**config.mk**
```make
export PLATFORM = sky130hd
export DESIGN_NAME = pc_sequencer
export DESIGN_NICKNAME = d
export VERILOG_FILES = /design/src/rtl/pc_sequencer.sv
export SDC_FILE = /design/constraint.sdc
export NUM_CORES = 1
export LEC_CHECK = 0
export BUFFER_PORTS_ARGS = -buffer_cell sky130_fd_sc_hd__buf_2
export CORE_UTILIZATION = 35
export DETAILED_ROUTE_END_ITERATION = 7
export PLACE_DENSITY = 0.6
export SLEW_MARGIN = 20
export SYNTH_ARGS = -nofsm -noshare
export SYNTH_HDL_FRONTEND = slang
export SYNTH_SLANG_ARGS = --single-unit
```
**constraint.sdc**
```tcl
create_clock -name clk -period 3.2 [get_ports clk]
set_input_delay 0.32 -clock clk [delete_from_list [all_inputs] [get_ports clk]]
set_output_delay 0.32 -clock clk [all_outputs]
set_load 0.02 [all_outputs]
```
**src/rtl/pc_sequencer.sv**
```systemverilog
// Program-counter controller for the 12-bit fetch path.
// Owns the PC register, the run/done handshake and a small call/return stack.
// The branch-target LUT is read combinationally: lut_addr mirrors br_idx and
// lut_target is consumed in the same cycle to pick the next PC.
//
// state | meaning
// ------+---------------------------------------------------------------
// IDLE  | after reset; pc parked at START_PC, waiting for start
// RUN   | fetching; pc advances, branches, calls or returns every cycle
// HALT  | program finished (done) or faulted (err); waiting for start
module pc_sequencer #(
  parameter int unsigned   D        = 12,
  parameter logic [D-1:0]  START_PC = '0,
  parameter logic [D-1:0]  DONE_PC  = '1,
  parameter int unsigned   DEPTH    = 4
) (
  input  logic         clk,
  input  logic         reset,
  input  logic         start,
  input  logic         stall,
  input  logic         branch_en,
  input  logic         taken,
  input  logic         call,
  input  logic         ret,
  input  logic [5:0]   br_idx,
  output logic [5:0]   lut_addr,
  input  logic [D-1:0] lut_target,
  output logic [D-1:0] pc,
  output logic         running,
  output logic         done,
  output logic         err
);

  // Stack pointer must represent 0..DEPTH inclusive, so it gets one extra bit
  // over the stack index.
  localparam int unsigned AW  = $clog2(DEPTH);
  localparam int unsigned SPW = AW + 1;
  localparam logic [SPW-1:0] SP_FULL = SPW'(DEPTH);

  typedef enum logic [1:0] {
    IDLE = 2'd0,
    RUN  = 2'd1,
    HALT = 2'd2
  } state_t;

  state_t         state_q, state_n;
  logic [D-1:0]   pc_q, pc_n;
  logic [SPW-1:0] sp_q, sp_n;
  logic           err_q, err_n;
  logic           running_q, done_q;

  logic [D-1:0]   stack_mem [DEPTH];
  logic           push_en;
  logic [AW-1:0]  push_idx;
  logic [AW-1:0]  top_idx;
  logic [D-1:0]   top_val;
  logic [D-1:0]   pc_inc;
  logic           target_done;
  logic           target_bad;

  assign lut_addr = br_idx;
  assign pc       = pc_q;
  assign running  = running_q;
  assign done     = done_q;
  assign err      = err_q;

  // For sp in 1..DEPTH the low AW bits minus one give the top entry; for
  // sp == DEPTH the low bits are zero and the subtraction wraps to DEPTH-1.
  assign push_idx = sp_q[AW-1:0];
  assign top_idx  = sp_q[AW-1:0] - AW'(1);
  assign top_val  = stack_mem[top_idx];
  assign pc_inc   = pc_q + D'(1);

  // A target of DONE_PC is a clean finish; a zero target from a non-zero index
  // marks an unpopulated LUT entry and is treated as a fault.
  assign target_done = (lut_target == DONE_PC);
  assign target_bad  = (lut_target == '0) && (br_idx != 6'd0);

  // State, PC, stack pointer, fault flag and registered status decodes.
  always_ff @(posedge clk) begin
    if (reset) begin
      state_q   <= IDLE;
      pc_q      <= START_PC;
      sp_q      <= '0;
      err_q     <= 1'b0;
      running_q <= 1'b0;
      done_q    <= 1'b0;
    end else begin
      state_q   <= state_n;
      pc_q      <= pc_n;
      sp_q      <= sp_n;
      err_q     <= err_n;
      running_q <= (state_n == RUN);
      done_q    <= (state_n == HALT);
    end
  end

  // Return-stack storage; contents are don't-care after reset so no reset here.
  always_ff @(posedge clk) begin
    if (!reset && push_en) begin
      stack_mem[push_idx] <= pc_inc;
    end
  end

  // Next-state and next-PC selection.
  always_comb begin
    state_n = state_q;
    pc_n    = pc_q;
    sp_n    = sp_q;
    err_n   = err_q;
    push_en = 1'b0;

    case (state_q)
      IDLE: begin
        if (start) begin
          state_n = RUN;
          pc_n    = START_PC;
          sp_n    = '0;
          err_n   = 1'b0;
        end
      end

      RUN: begin
        if (!stall) begin
          if (call && ret) begin
            err_n   = 1'b1;
            state_n = HALT;
          end else if (ret) begin
            if (sp_q == '0) begin
              err_n   = 1'b1;
              state_n = HALT;
            end else begin
              sp_n = sp_q - SPW'(1);
              // A pushed DONE_PC (call from DONE_PC-1) finishes the program.
              if (top_val == DONE_PC) begin
                state_n = HALT;
              end else begin
                pc_n = top_val;
              end
            end
          end else if (call) begin
            if (sp_q == SP_FULL) begin
              err_n   = 1'b1;
              state_n = HALT;
            end else if (target_done) begin
              state_n = HALT;
            end else if (target_bad) begin
              err_n   = 1'b1;
              state_n = HALT;
            end else begin
              push_en = 1'b1;
              sp_n    = sp_q + SPW'(1);
              pc_n    = lut_target;
            end
          end else if (branch_en && taken) begin
            if (target_done) begin
              state_n = HALT;
            end else if (target_bad) begin
              err_n   = 1'b1;
              state_n = HALT;
            end else begin
              pc_n = lut_target;
            end
          end else begin
            // Reaching DONE_PC sequentially halts, so the PC never wraps in RUN.
            if (pc_inc == DONE_PC) begin
              state_n = HALT;
            end else begin
              pc_n = pc_inc;
            end
          end
        end
      end

      HALT: begin
        if (start) begin
          state_n = RUN;
          pc_n    = START_PC;
          sp_n    = '0;
          err_n   = 1'b0;
        end
      end

      default: begin
        state_n = IDLE;
        pc_n    = START_PC;
        sp_n    = '0;
        err_n   = 1'b0;
      end
    endcase
  end

endmodule

```
# After elaboration in Yosys (flattened, before gate mapping)

Memory sizes are Yosys's and may differ from the RTL's.
Index checks and enable logic that the tools add are counted.

Muxes and demuxes: 57
Equal/unequal tests: 21
Bitwise logic cells: 0
Div/mod/pow operators: 0
Add/subtract/negate cells: 4
$lt $le $gt $ge: 0
Shift-type cells: 0
Reductions and logical operators: 13
Multipliers: 0

Operator list:

| kind                    | number |
|---|---|
| $mux W12                | 12 |
| $eq A12 B12 Y1 const B  | 3 |
| $mux W3                 | 9 |
| $mux W2                 | 12 |
| $pmux W12 S2            | 1 |
| $mux W1                 | 20 |
| $ne A3 B3 Y1 const B    | 6 |
| $add A12 B1 Y12 const B | 1 |
| $logic_not A12 Y1       | 1 |
| $ne A5 B5 Y1 const B    | 2 |
| $ne A4 B4 Y1 const B    | 2 |
| $reduce_and A8 Y1       | 1 |
| $reduce_and A7 Y1       | 1 |
| $pmux W3 S2             | 1 |
| $reduce_bool A6 Y1      | 1 |
| $eq A2 B1 Y1 const B    | 2 |
| $eq A2 B2 Y1 const B    | 2 |
| $logic_and A1 B1 Y1     | 4 |
| $ne A2 B2 Y1 const B    | 2 |
| $pmux W2 S2             | 1 |
| $reduce_and A4 Y1       | 1 |
| $add A3 B1 Y3 const B   | 1 |
| $eq A3 B3 Y1 const B    | 1 |
| $logic_not A3 Y1        | 1 |
| other kinds (7)         | 7 |

Logic and storage cells: 102
Memories kept: 1
Input bits: 26
Register bits after elaboration: 20
Output and inout port bits: 21
Memory bits (read-only): 0
Bits in latches: 0
Memory bits (writable): 48

Memory list:

| name      | depth | bits a word | read ports | clocked after memory_dff | write ports | line | text |
|---|---|---|---|---|---|---|---|
| stack_mem | 4     | 12          | 1          | 0                        | 1           | 52   | `logic [D-1:0] stack_mem [DEPTH];` |

# Longest topological paths before layout

Gate-level depths: netlist of run 1.

Depth after elaboration: 13
Gate-level depth with buffers: 12

# Worst setup path after synthesis of run 1

No wires, ideal clock.

Path type: register to register
From: register sp_q[0]
To: register pc_q[6] (netlist: pc[6])
Cell stages (with the launch flop): 12
Clock period less this slack: 2.948 ns
Setup slack: 0.252 ns
Library setup time: 0.117 ns
Arrival: 2.831 ns
Path through: dfxtp_1 -> buf_2 -> buf_4 -> inv_1 -> ha_1 -> buf_1 -> mux4_2 -> nand4_1 -> nor3_1 -> nor2_2 -> or3_1 -> a32o_1

Cells in the longest elaborated chain, start to end: 8

Ends and longest elaborated chain:

| item                     | line | text |
|---|---|---|
| start: declaration       | 48   | `logic [SPW-1:0] sp_q, sp_n;` |
| start signal: assignment | 91   | `sp_q <= sp_n;` |
| $sub A2 B1 Y2            | 70   | `assign top_idx = sp_q[AW-1:0] - AW'(1);` |
| $mem_v2 Z4 W12           | -    |  |
| $mux W12                 | 135  | `if (top_val == DONE_PC) begin` |
| $mux W12                 | 129  | `if (sp_q == '0) begin` |
| $mux W12                 | 128  | `end else if (ret) begin` |
| $mux W12                 | 125  | `if (call && ret) begin` |
| $mux W12                 | 124  | `if (!stall) begin` |
| $pmux W12 S2             | 113  | `case (state_q)` |
| end signal: assignment   | 90   | `pc_q <= pc_n;` |
| end: declaration         | 47   | `logic [D-1:0] pc_q, pc_n;` |

Several ways; a longest one is shown, not always the timed one. The select of a mux whose other input is x is not followed.
A chain may end at the register's enable or synchronous reset.

# Worst setup path in the final report of run 1

From: register sp_q[1]
To: register pc_q[6] (netlist: pc[6])

The elaborated chain is that of the path after synthesis.

==> results of run 1 <==
cell type report:
type,instances,area (sq um)
sequential,68,1840
fill,945,5690
clock inverter,7,73.8
clock buffer,9,124
timing repair buffer,55,298
multi-input combinational,189,1540
tap,133,166
inverter,11,41.3
cell usage in the layout, fill, tap and decap left out, types with 2 or more instances in the layout:
cell / count
mux4_2: 12
nor3_1: 4
buf_2: 46
nor2_1: 12
inv_6: 3
clkbuf_8: 9
nand2_1: 19
nand3_1: 8
o2bb2ai_1: 3
inv_1: 11
nor2b_1: 2
or4_1: 2
a32o_1: 6
dfxtp_1: 20
a31oi_1: 5
o32ai_1: 3
a22o_1: 3
nand2b_1: 5
o221a_2: 2
o22ai_1: 2
nand4_1: 9
a21oi_1: 6
mux2i_1: 5
o211ai_1: 4
a21o_1: 3
nor4_1: 6
xnor2_1: 4
edfxtp_1: 48
o21ai_2: 2
and2_1: 6
ha_1: 6
nor4b_1: 2
a32oi_1: 3
o21ai_0: 12
buf_4: 9
or3_1: 2
xor2_1: 7
logic make-up after synthesis:
kind of cell             Yosys count
flip-flops                        68
AO/OA/AOI/OAI                     70
adder cells (fa/ha/maj)            7
XOR/XNOR                          11
AND/OR/NAND/NOR                   84
multiplexers                      17
buffers and inverters             31
metal layers:
metal,up-vias,share of wire
met5,-,0
met4,0,0.028
met3,18,0.060
met2,95,0.48
met1,1334,0.43
li1,1222,-
synthesized netlist by cell type, types with 3 or more instances:
| master | count | area (sq um) |
|---|---|---|
| edfxtp_1 | 48 | 1440 |
| xnor2_1 | 4 | 35.0 |
| a21oi_1 | 6 | 30.0 |
| o21ai_0 | 12 | 60.1 |
| a22o_1 | 3 | 26.3 |
| nor2_1 | 12 | 45.0 |
| buf_4 | 9 | 67.6 |
| mux2i_1 | 5 | 50.1 |
| a21o_1 | 3 | 22.5 |
| clkbuf_1 | 8 | 30.0 |
| nand4_1 | 9 | 56.3 |
| nor4_1 | 6 | 37.5 |
| a32o_1 | 6 | 60.1 |
| nor3_1 | 4 | 20.0 |
| and2_1 | 6 | 37.5 |
| mux4_2 | 12 | 270 |
| nand2b_1 | 5 | 31.3 |
| nand2_1 | 19 | 71.3 |
| o32ai_1 | 3 | 26.3 |
| a32oi_1 | 3 | 26.3 |
| inv_1 | 11 | 41.3 |
| xor2_1 | 7 | 61.3 |
| o2bb2ai_1 | 3 | 26.3 |
| o211ai_1 | 4 | 30.0 |
| nand3_1 | 8 | 40.0 |
| a31oi_1 | 5 | 31.3 |
| dfxtp_1 | 20 | 400 |
| ha_1 | 6 | 75.1 |
worst register-to-register path, delay by kind of cell (launching register included):
family / cells / cell delay, ns
flip-flops: 1 / 0.42
multiplexers: 1 / 0.32
AND/OR/NAND/NOR: 4 / 1.01
buffers and inverters: 1 / 0.09
AO/OA/AOI/OAI: 1 / 0.26
adder cells (fa/ha/maj): 1 / 0.61
flip-flops by register name, indices dropped and copies added, names as in the netlist:
| name | cells |
|---|---|
| running | 1 |
| sp_q | 3 |
| stack_mem | 48 |
| state_q | 2 |
| pc | 12 |
| err | 1 |
| done | 1 |
worst min path at each step:
stage / to / startpoint / slack (ns)
after CTS: running / reset / 0.26
after global placement: sp_q[1] / sp_q[1] / 0.51
after floorplan: running / reset / 0.42
after detailed placement: err / err / 0.52
final: running / reset / 0.27
after global routing: running / reset / 0.29
power by group:
part | internal [uW] | switching [uW] | total [uW]
registers | 955 | 21.7 | 976
clock network | 365 | 344 | 709
logic | 108 | 159 | 267
metrics by stage:
stage	setup WS, ns	utilization	instances
2_1_floorplan	0.252	-	288
3_3_place_gp	0.419	0.398	456
3_5_place_dp	0.345	0.398	456
4_1_cts	0.318	0.418	472
5_1_grt	0.141	0.418	472
6_report	0.373	0.418	472
==> impl_metrics.yaml, run 1 <==
clock_network:
  clockBufferDepth: 2
  cts_buffers: 9
  h-tree-depth: 3
  clk_latency_ns: 0.34
  cts_resized: 0
  path_clk_slew_ns: 0.08
  clockRootBuffer: "clkbuf_8"
  post-cts-setup-buffers: 0
  cts_tree: "done"
  cts.sinks: 68
  holdBufCountCts: 0
timing:
  finalSetupTns_ns: 0
  final_hold_viol_count: 0
  period_minus_slack_ns: 2.83
  max_slew_margin: 0.376
  setup_viol: 0
  fin_skew_ns: 0.00580
  tightest_slew_ns: 0.933
  max_freq_mhz: 354
  final_max_slew_viol_count: 0
  fin_crit_sh: 0.883
  finalHoldWorstSlack_ns: 0.274
  rsz0062_at_grt: "no"
die:
  die_h_um: 102
  die_x_um: 102
  io_pins: 47
  core_area_sq_um: 9770
  start_util: 0.361
  dieArea_sq_um: 10500
  row_count: 36
critical_path:
  worstSetupStartpoint: "sp_q[1]"
  cp_slowest_cell: "ha_1"
  worstPathCellList: "inv_1 -> ha_1 -> mux4_2 -> nand4_1 -> nor3_1 -> nor2_2 -> or3_1 -> a32o_1"
  crit_path_max_fanout: 12
  cp-endpoint: "pc[6]"
  r2r-end: "pc[6]"
  r2r_slack_ns: 0.37
  cp-start-kind: "flip-flop"
  slowest_delay_ns: 0.61
  worst-setup-path-type: "flip-flop to flip-flop"
  worstRegToRegCells: 8
  worstPathRequired_ns: 3.44
  cp_num_buf_inv: 1
  worst_ep_arrival_time_ns: 3.07
  crit_cells: 8
  cp_top_family: "simple AND/OR/NAND/NOR gates"
  cp-end-kind: "flip-flop"
  timing.rr.start: "sp_q[1]"
global_routing:
  grt_busiest_layer: "met2"
  use_met2: 0.275
  met3_usage: 0.0321
  grt_pass1_vias: 2551
  grtUsageTotal: 0.177
  grt_max_degree: 20
  grt_pass1_wl_um: 13600
  antenna_found_initial: 0
  grt_overflow: 0
  grtUsageMet1: 0.237
power_and_ir_drop:
  irDropWorstVdd_mv: 0.214
  p_total_uw: 1950
  p_leak_uw: 0.00152
  cellPowerDensity_nw_per_um2: 478
detailed_routing:
  drt-pass1-iter-count: 4
  drtIter0Drc: 173
  wire_per_inst_um: 18.4
  ant_nets: 0
  vias: 2669
  drc: 0
  routed_via_density: 5.65
  routed_wirelength_um: 8700
synthesis:
  ys_ff_latch: 68
  synth_ff_type: "edfxtp_1"
  synthAdderAreaFrac: 0.0269
  synth_compound_area_frac: 0.161
  synth_edf_count: 48
  synthSimpleGateAreaFrac: 0.130
  synth_fp_nets: 321
  async_reset_ff_frac: 0
  yosysWarnings: 0
  ys_seq_area_frac: 0.521
  synth.area.mux_share: 0.0907
  post_synth_instance_area_sq_um: 3530
  syn_avg_cell_area_sq_um: 12.3
  synth_xor_area_frac: 0.0273
  yosysUniqueCellTypes: 61
  syn_inst: 288
  synth_top_family_by_area: "compound AO/OA/AOI/OAI gates"
place:
  place_area_sq_um: 3890
  place_congestion: 0.880
  post-dp-hpwl_um: 6380
  port_buffers: 46
final_layout:
  drive_gt1_frac: 0.286
  area_growth_pct: 15.6
  diodes: 0
  stdcell_area_sq_um: 4080
  fin_nets: 367
run_status:
  status: "finished clean"
min_path:
  min_path_type: "primary input to flip-flop"
  hold_depth: 2
run:
  maxCapViolCount: 0
Note: power is estimated with default switching activity, not from simulation.
==> run 2: changes to the inputs <==
--- a/config.mk
+++ b/config.mk
@@ -5,10 +5,12 @@
 export SDC_FILE = /design/constraint.sdc
 export NUM_CORES = 1
 export LEC_CHECK = 0
+export ABC_AREA = 1
 export BUFFER_PORTS_ARGS = -buffer_cell sky130_fd_sc_hd__buf_2
 export CORE_UTILIZATION = 35
 export DETAILED_ROUTE_END_ITERATION = 7
-export PLACE_DENSITY = 0.6
+export PLACE_DENSITY = 0.59
+export REMOVE_ABC_BUFFERS = 1
 export SLEW_MARGIN = 20
 export SYNTH_ARGS = -nofsm -noshare
 export SYNTH_HDL_FRONTEND = slang
==> run 2 against run 1 <==
- non-clock buffer count stayed put
- highest routed layer unchanged
- largest power group is now clock
- clock power is 47% higher
- critical path depth is 6 higher
==> impl_metrics.yaml, run 2 <==
run_status:
  status: "finished clean"
global_routing:
  grt_max_degree: 32
  grtUsageTotal: 0.187
  grt_pass1_wl_um: 18600
  grt_pass1_vias: 3772
  grt_overflow: 0
  antenna_found_initial: 0
die:
  die_x_um: 113
  io_pins: 47
  dieArea_sq_um: 12800
  die_h_um: 113
  start_util: 0.359
  row_count: 40
  core_area_sq_um: 12000
synthesis:
  synth_edf_count: 48
  ys_seq_area_frac: 0.427
  synth_top_area_share: 0.334
  post_synth_instance_area_sq_um: 4320
  synth.largest_area_cell: "edfxtp_1"
  synth_common_cells: "243 x nand2_1, 73 x inv_1, 59 x nor2_1"
  synth.most_common_cell: "nand2_1"
  synth_top_family_by_area: "simple AND/OR/NAND/NOR gates"
  synth_xor_area_frac: 0.00609
  synth.area.mux_share: 0
  ys_ff_latch: 68
  synthSimpleGateAreaFrac: 0.377
  yosysWarnings: 0
  synth_area_leaders: "edfxtp_1 33%, nand2_1 21%, dfxtp_1 9.3%"
  synth_compound_area_frac: 0.0623
  synthAdderAreaFrac: 0.0220
  syn_avg_cell_area_sq_um: 6.94
  async_reset_ff_frac: 0
  synth_ff_type: "edfxtp_1"
  syn_inst: 622
  yosysUniqueCellTypes: 33
timing:
  finalSetupTns_ns: 0
  period_minus_slack_ns: 2.69
  tightest_slew_ns: 0.589
  max_freq_mhz: 372
  final_hold_viol_count: 0
  final_max_slew_viol_count: 0
  setup_viol: 0
  fin_skew_ns: 0.00644
  setup_slack_ns: 0.510
  fin_crit_sh: 0.841
  rsz0062_at_grt: "no"
  max_slew_margin: 0.607
critical_path:
  worstPathRequired_ns: 3.47
  worst_ep_arrival_time_ns: 2.95
  crit_path_max_fanout: 19
  timing.rr.start: "sp_q[1]"
  cp-start-kind: "flip-flop"
  worstRegToRegCells: 14
  r2r_slack_ns: 0.51
  r2r-end: "pc[3]"
  cp-end-kind: "flip-flop"
  worst-setup-path-type: "flip-flop to flip-flop"
place:
  post-dp-hpwl_um: 8610
  place_congestion: 0.922
  place_inst: 798
  port_buffers: 46
  dp_slack_ns: 0.534
clock_network:
  holdBufCountCts: 0
  path_clk_slew_ns: 0.06
  cts_resized: 0
  post-cts-setup-buffers: 0
  cts_buffers: 9
  clockBufferDepth: 2
  cts.sinks: 68
  cts_tree: "done"
  h-tree-depth: 3
  clk_latency_ns: 0.33
  clockRootBuffer: "clkbuf_16"
final_layout:
  area_growth_pct: 14.5
  nFillCells: 1274
  largest_register_ffs: 48
  drive_gt1_frac: 0.135
  diodes: 0
  regMostFlops: "stack_mem"
  layout_common_cells: "243 x nand2_1, 73 x inv_1, 59 x nor2_1, 57 x nand3_1, 48 x edfxtp_1"
  fin_nets: 695
  fin_cells: 814
  utilization: 0.411
  final_common_cell: "nand2_1"
detailed_routing:
  drc: 0
  drt-pass1-iter-count: 5
  routed_via_density: 4.91
  ant_nets: 0
  routed_wirelength_um: 11500
  drtIter0Drc: 173
  vias: 3994
  wire_per_inst_um: 14.1
run:
  maxCapViolCount: 0
power_and_ir_drop:
  p_leak_uw: 0.00233
  p_total_uw: 2720
  irDropWorstVdd_mv: 0.323
  cellPowerDensity_nw_per_um2: 550
min_path:
  hold_depth: 4
  min_path_type: "primary input to flip-flop"
  min-delay-start: "start"
  whs_endpoint: "state_q[1]"
run 2: cell count changes after synthesis, moves of 6 or more:
| cell | delta |
|---|---|
| nand2_1 | +224 |
| o21ai_0 | +6 |
| nand3_1 | +49 |
| a21oi_1 | +18 |
| and2_1 | -6 |
| mux4_2 | -12 |
| inv_1 | +62 |
| nor2_1 | +47 |
| a32o_1 | -6 |
run 2: final cells by class:
class	count	area [sq um]	share of cell area
tap	147	184	0.0372
sequential	68	1840	0.373
inverter	78	293	0.0592
clock buffer	10	229	0.0463
clock inverter	6	78.8	0.0159
timing repair buffer	55	298	0.0603
multi-input combinational	450	2020	0.408
run 2: logic make-up (layout without fill, tap and decap cells):
logic type	Yosys count	after routing
xor+xnor	3	3
flops	68	68
compound gates	50	50
fa+ha+maj	7	7
buf+inv	104	149
simple gates	390	390
run 2: routing by layer:
metal / GRT usage / up-vias / share of wire
li1: - / 2051 / -
met1: 0.243 / 1844 / 0.47
met2: 0.317 / 84 / 0.47
met3: 0.0214 / 15 / 0.034
met4: 0.0728 / 0 / 0.024
met5: 0 / - / 0
run 2: power by group:
part | leakage (uW) | switching [uW] | internal [uW]
clock | 0.000154 | 366 | 675
sequential | 0.000601 | 28.8 | 975
combinational | 0.00157 | 471 | 204
total | 0.00233 | 865 | 1850
run 2: metrics by stage:
| stage | cell area (sq um) | hold WS [ns] |
|---|---|---|
| 5_1_grt | 4940 | 0.331 |
| 6_report | 4940 | 0.308 |
| 4_1_cts | 4940 | 0.303 |
| 2_1_floorplan | 4150 | 0.382 |
| 3_5_place_dp | 4630 | 0.495 |
| 3_3_place_gp | 4630 | 0.482 |
run 2: worst max-delay path, stage by stage (launching register included):
cell and delay, ns:
dfxtp_1 0.38, inv_1 0.10, ha_1 0.31, clkinv_1 0.45
nand3_1 0.27, nand2_1 0.11, nor2_1 0.11, nand2_1 0.06
nor2_1 0.10, nand3_1 0.09, nand2_1 0.13, inv_1 0.07
o21ai_2 0.19, nand2_1 0.13, a21oi_2 0.13
run 2: how the worst max path moves through the flow:
stage	startpoint	end	slack, ns	cells after the start
floorplan	sp_q[0]	pc[3]	-0.13	14
global placement	sp_q[1]	pc[3]	0.61	14
detailed placement	sp_q[1]	pc[6]	0.53	14
CTS	sp_q[1]	pc[6]	0.50	14
global route	sp_q[1]	pc[11]	0.18	14
finish	sp_q[1]	pc[3]	0.51	14
==> run 3: changes to the inputs <==
==> constraint.sdc (replaced) <==
create_clock -name clk -period 2.3 [get_ports clk]
set_input_delay 0.23 -clock clk [delete_from_list [all_inputs] [get_ports clk]]
set_output_delay 0.23 -clock clk [all_outputs]
set_load 0.02 [all_outputs]
==> run 3 against run 2 <==
- register-to-register slack lost 0.32 ns
- worst setup slack worse by 0.32 ns
- clock power grew 33%
- cell area grew 4.6%
==> impl_metrics.yaml, run 3 (synthesized netlist as in run 2, its figures left out) <==
final_layout:
  layout_common_cells: "241 x nand2_1, 71 x inv_1, 57 x nand3_1, 56 x nor2_1, 48 x edfxtp_1"
  largest_register_ffs: 48
  diodes: 0
  area_growth_pct: 19.7
  regMostFlops: "stack_mem"
  fin_nets: 715
  final_common_cell: "nand2_1"
  drive_gt1_frac: 0.179
  nFillCells: 1241
clock_network:
  clockRootBuffer: "clkbuf_16"
  h-tree-depth: 3
  clockBufferDepth: 2
  path_clk_slew_ns: 0.06
  cts_buffers: 9
  cts_tree: "done"
  cts.sinks: 68
  clk_latency_ns: 0.34
die:
  start_util: 0.359
  io_pins: 47
  die_h_um: 113
  dieArea_sq_um: 12800
  die_x_um: 113
  row_count: 40
  core_area_sq_um: 12000
timing:
  finalSetupTns_ns: 0
  fin_skew_ns: 0.00687
  final_hold_viol_count: 0
  max_slew_margin: 0.659
  setup_viol: 0
  fin_crit_sh: 0.919
  setup_slack_ns: 0.186
  period_minus_slack_ns: 2.11
  max_freq_mhz: 473
  finalHoldWorstSlack_ns: 0.173
  rsz0062_at_grt: "no"
  tightest_slew_ns: 0.510
  final_max_slew_viol_count: 0
min_path:
  hold_depth: 4
  min_path_type: "primary input to flip-flop"
  min-delay-start: "reset"
  whs_endpoint: "sp_q[2]"
global_routing:
  antenna_found_initial: 0
  grt_overflow: 0
  grt_pass1_vias: 3789
  grt_max_degree: 32
  grtUsageTotal: 0.193
  grt_pass1_wl_um: 18900
critical_path:
  timing.rr.start: "sp_q[1]"
  r2r_slack_ns: 0.19
  cp-start-kind: "flip-flop"
  cp_slowest_cell: "dfxtp_1"
  crit_path_frequent_cell: "nand2_1"
  slowest_delay_ns: 0.34
  worstPathRequired_ns: 2.58
  worstRegToRegCells: 15
  worst_ep_arrival_time_ns: 2.39
  worst-setup-path-type: "flip-flop to flip-flop"
  cp-end-kind: "flip-flop"
  worstPathCellList: "inv_2 -> ha_4 -> clkinv_1 -> buf_4 -> nand3_1 -> nand2_1 -> nor2_1 -> nand2_1 -> nor2_2 -> nand3_1 -> nand2_2 -> inv_2 -> o21ai_4 -> nand2_1 -> a21oi_2"
  crit_path_max_fanout: 10
  r2r-end: "pc[9]"
power_and_ir_drop:
  pwr-share-seq: 0.362
  power_frac_comb: 0.279
  internal_power_uw: 2580
  switching_share: 0.327
  p_leak_uw: 0.00242
  irDropWorstVdd_mv: 0.343
  cellPowerDensity_nw_per_um2: 742
  p_clk_frac: 0.359
  switchingPower_uw: 1250
detailed_routing:
  drt-pass1-iter-count: 5
  wire_per_inst_um: 14.0
  ant_nets: 0
  routed_via_density: 4.82
  vias: 4024
  drtIter0Drc: 216
  drc: 0
  routed_wirelength_um: 11600
run:
  maxCapViolCount: 0
place:
  post-dp-hpwl_um: 8720
  dp_slack_ns: 0.000354
  place_congestion: 0.900
  port_buffers: 46
run_status:
  status: "finished clean"
-- run 3: repair_timing --
item | 4_1_cts | 5_1_grt
cloned | 0 | 2
hold buffers | 0 | 0
setup buffers | 0 | 2
pin swaps | 0 | 5
setup endpoints to repair | 9 | 22
gates resized for setup | 3 | 14
-- run 3: through the flow --
stage	area [sq um]	instances	util	total power, uW
floorplan	4150	596	-	2050
detailed placement	4770	814	0.397	2420
global placement	4770	814	0.397	2420
finish	5170	834	0.430	3840
CTS	5090	830	0.423	3810
global route	5170	834	0.430	4050
-- run 3: worst max-delay path by stage --
| stage | startpoint | endpoint | slack (ns) | depth (start not counted) |
|---|---|---|---|---|
| 3_5_place_dp | sp_q[1] | pc[3] | 0.0004 | 13 |
| 2_1_floorplan | sp_q[0] | pc[3] | -1.03 | 14 |
| 4_1_cts | sp_q[1] | pc[0] | 0.02 | 15 |
| 5_1_grt | pc[0] | pc[0] | 0.009 | 15 |
| 6_report | sp_q[1] | pc[9] | 0.19 | 15 |
| 3_3_place_gp | sp_q[1] | pc[3] | 0.06 | 13 |
-- run 3: power groups by stage --
stage | Sequential (uW) | Clock (uW) | Combinational [uW]
2_1_floorplan | 1460 | 0 | 588
3_5_place_dp | 1410 | 0 | 1010
3_3_place_gp | 1410 | 0 | 1000
5_1_grt | 1400 | 1450 | 1210
6_report | 1390 | 1380 | 1070
4_1_cts | 1390 | 1400 | 1020
-- run 3: critical path, delay by kind of cell, from the launching register on --
kind | cells | cell delay [ns]
AO/OA/AOI/OAI | 2 | 0.23
adder cells (fa/ha/maj) | 1 | 0.28
buffers and inverters | 4 | 0.40
flip-flops | 1 | 0.34
AND/OR/NAND/NOR | 8 | 0.79
-- run 3: final cells by class --
type,count,area (sq um),share of cell area
multi-input combinational,452,2100,0.406
sequential,68,1840,0.356
timing repair buffer,73,445,0.0862
inverter,78,293,0.0566
clock buffer,11,275,0.0533
tap,147,184,0.0356
clock inverter,5,31.3,0.00605
-- run 3: metal layers --
layer  track usage  share of wire  vias to the layer above
met5             0              0                        -
met4        0.0640          0.016                        0
met3        0.0380          0.036                       12
met2         0.321           0.48                       73
met1         0.250           0.47                     1843
li1              -              -                     2096
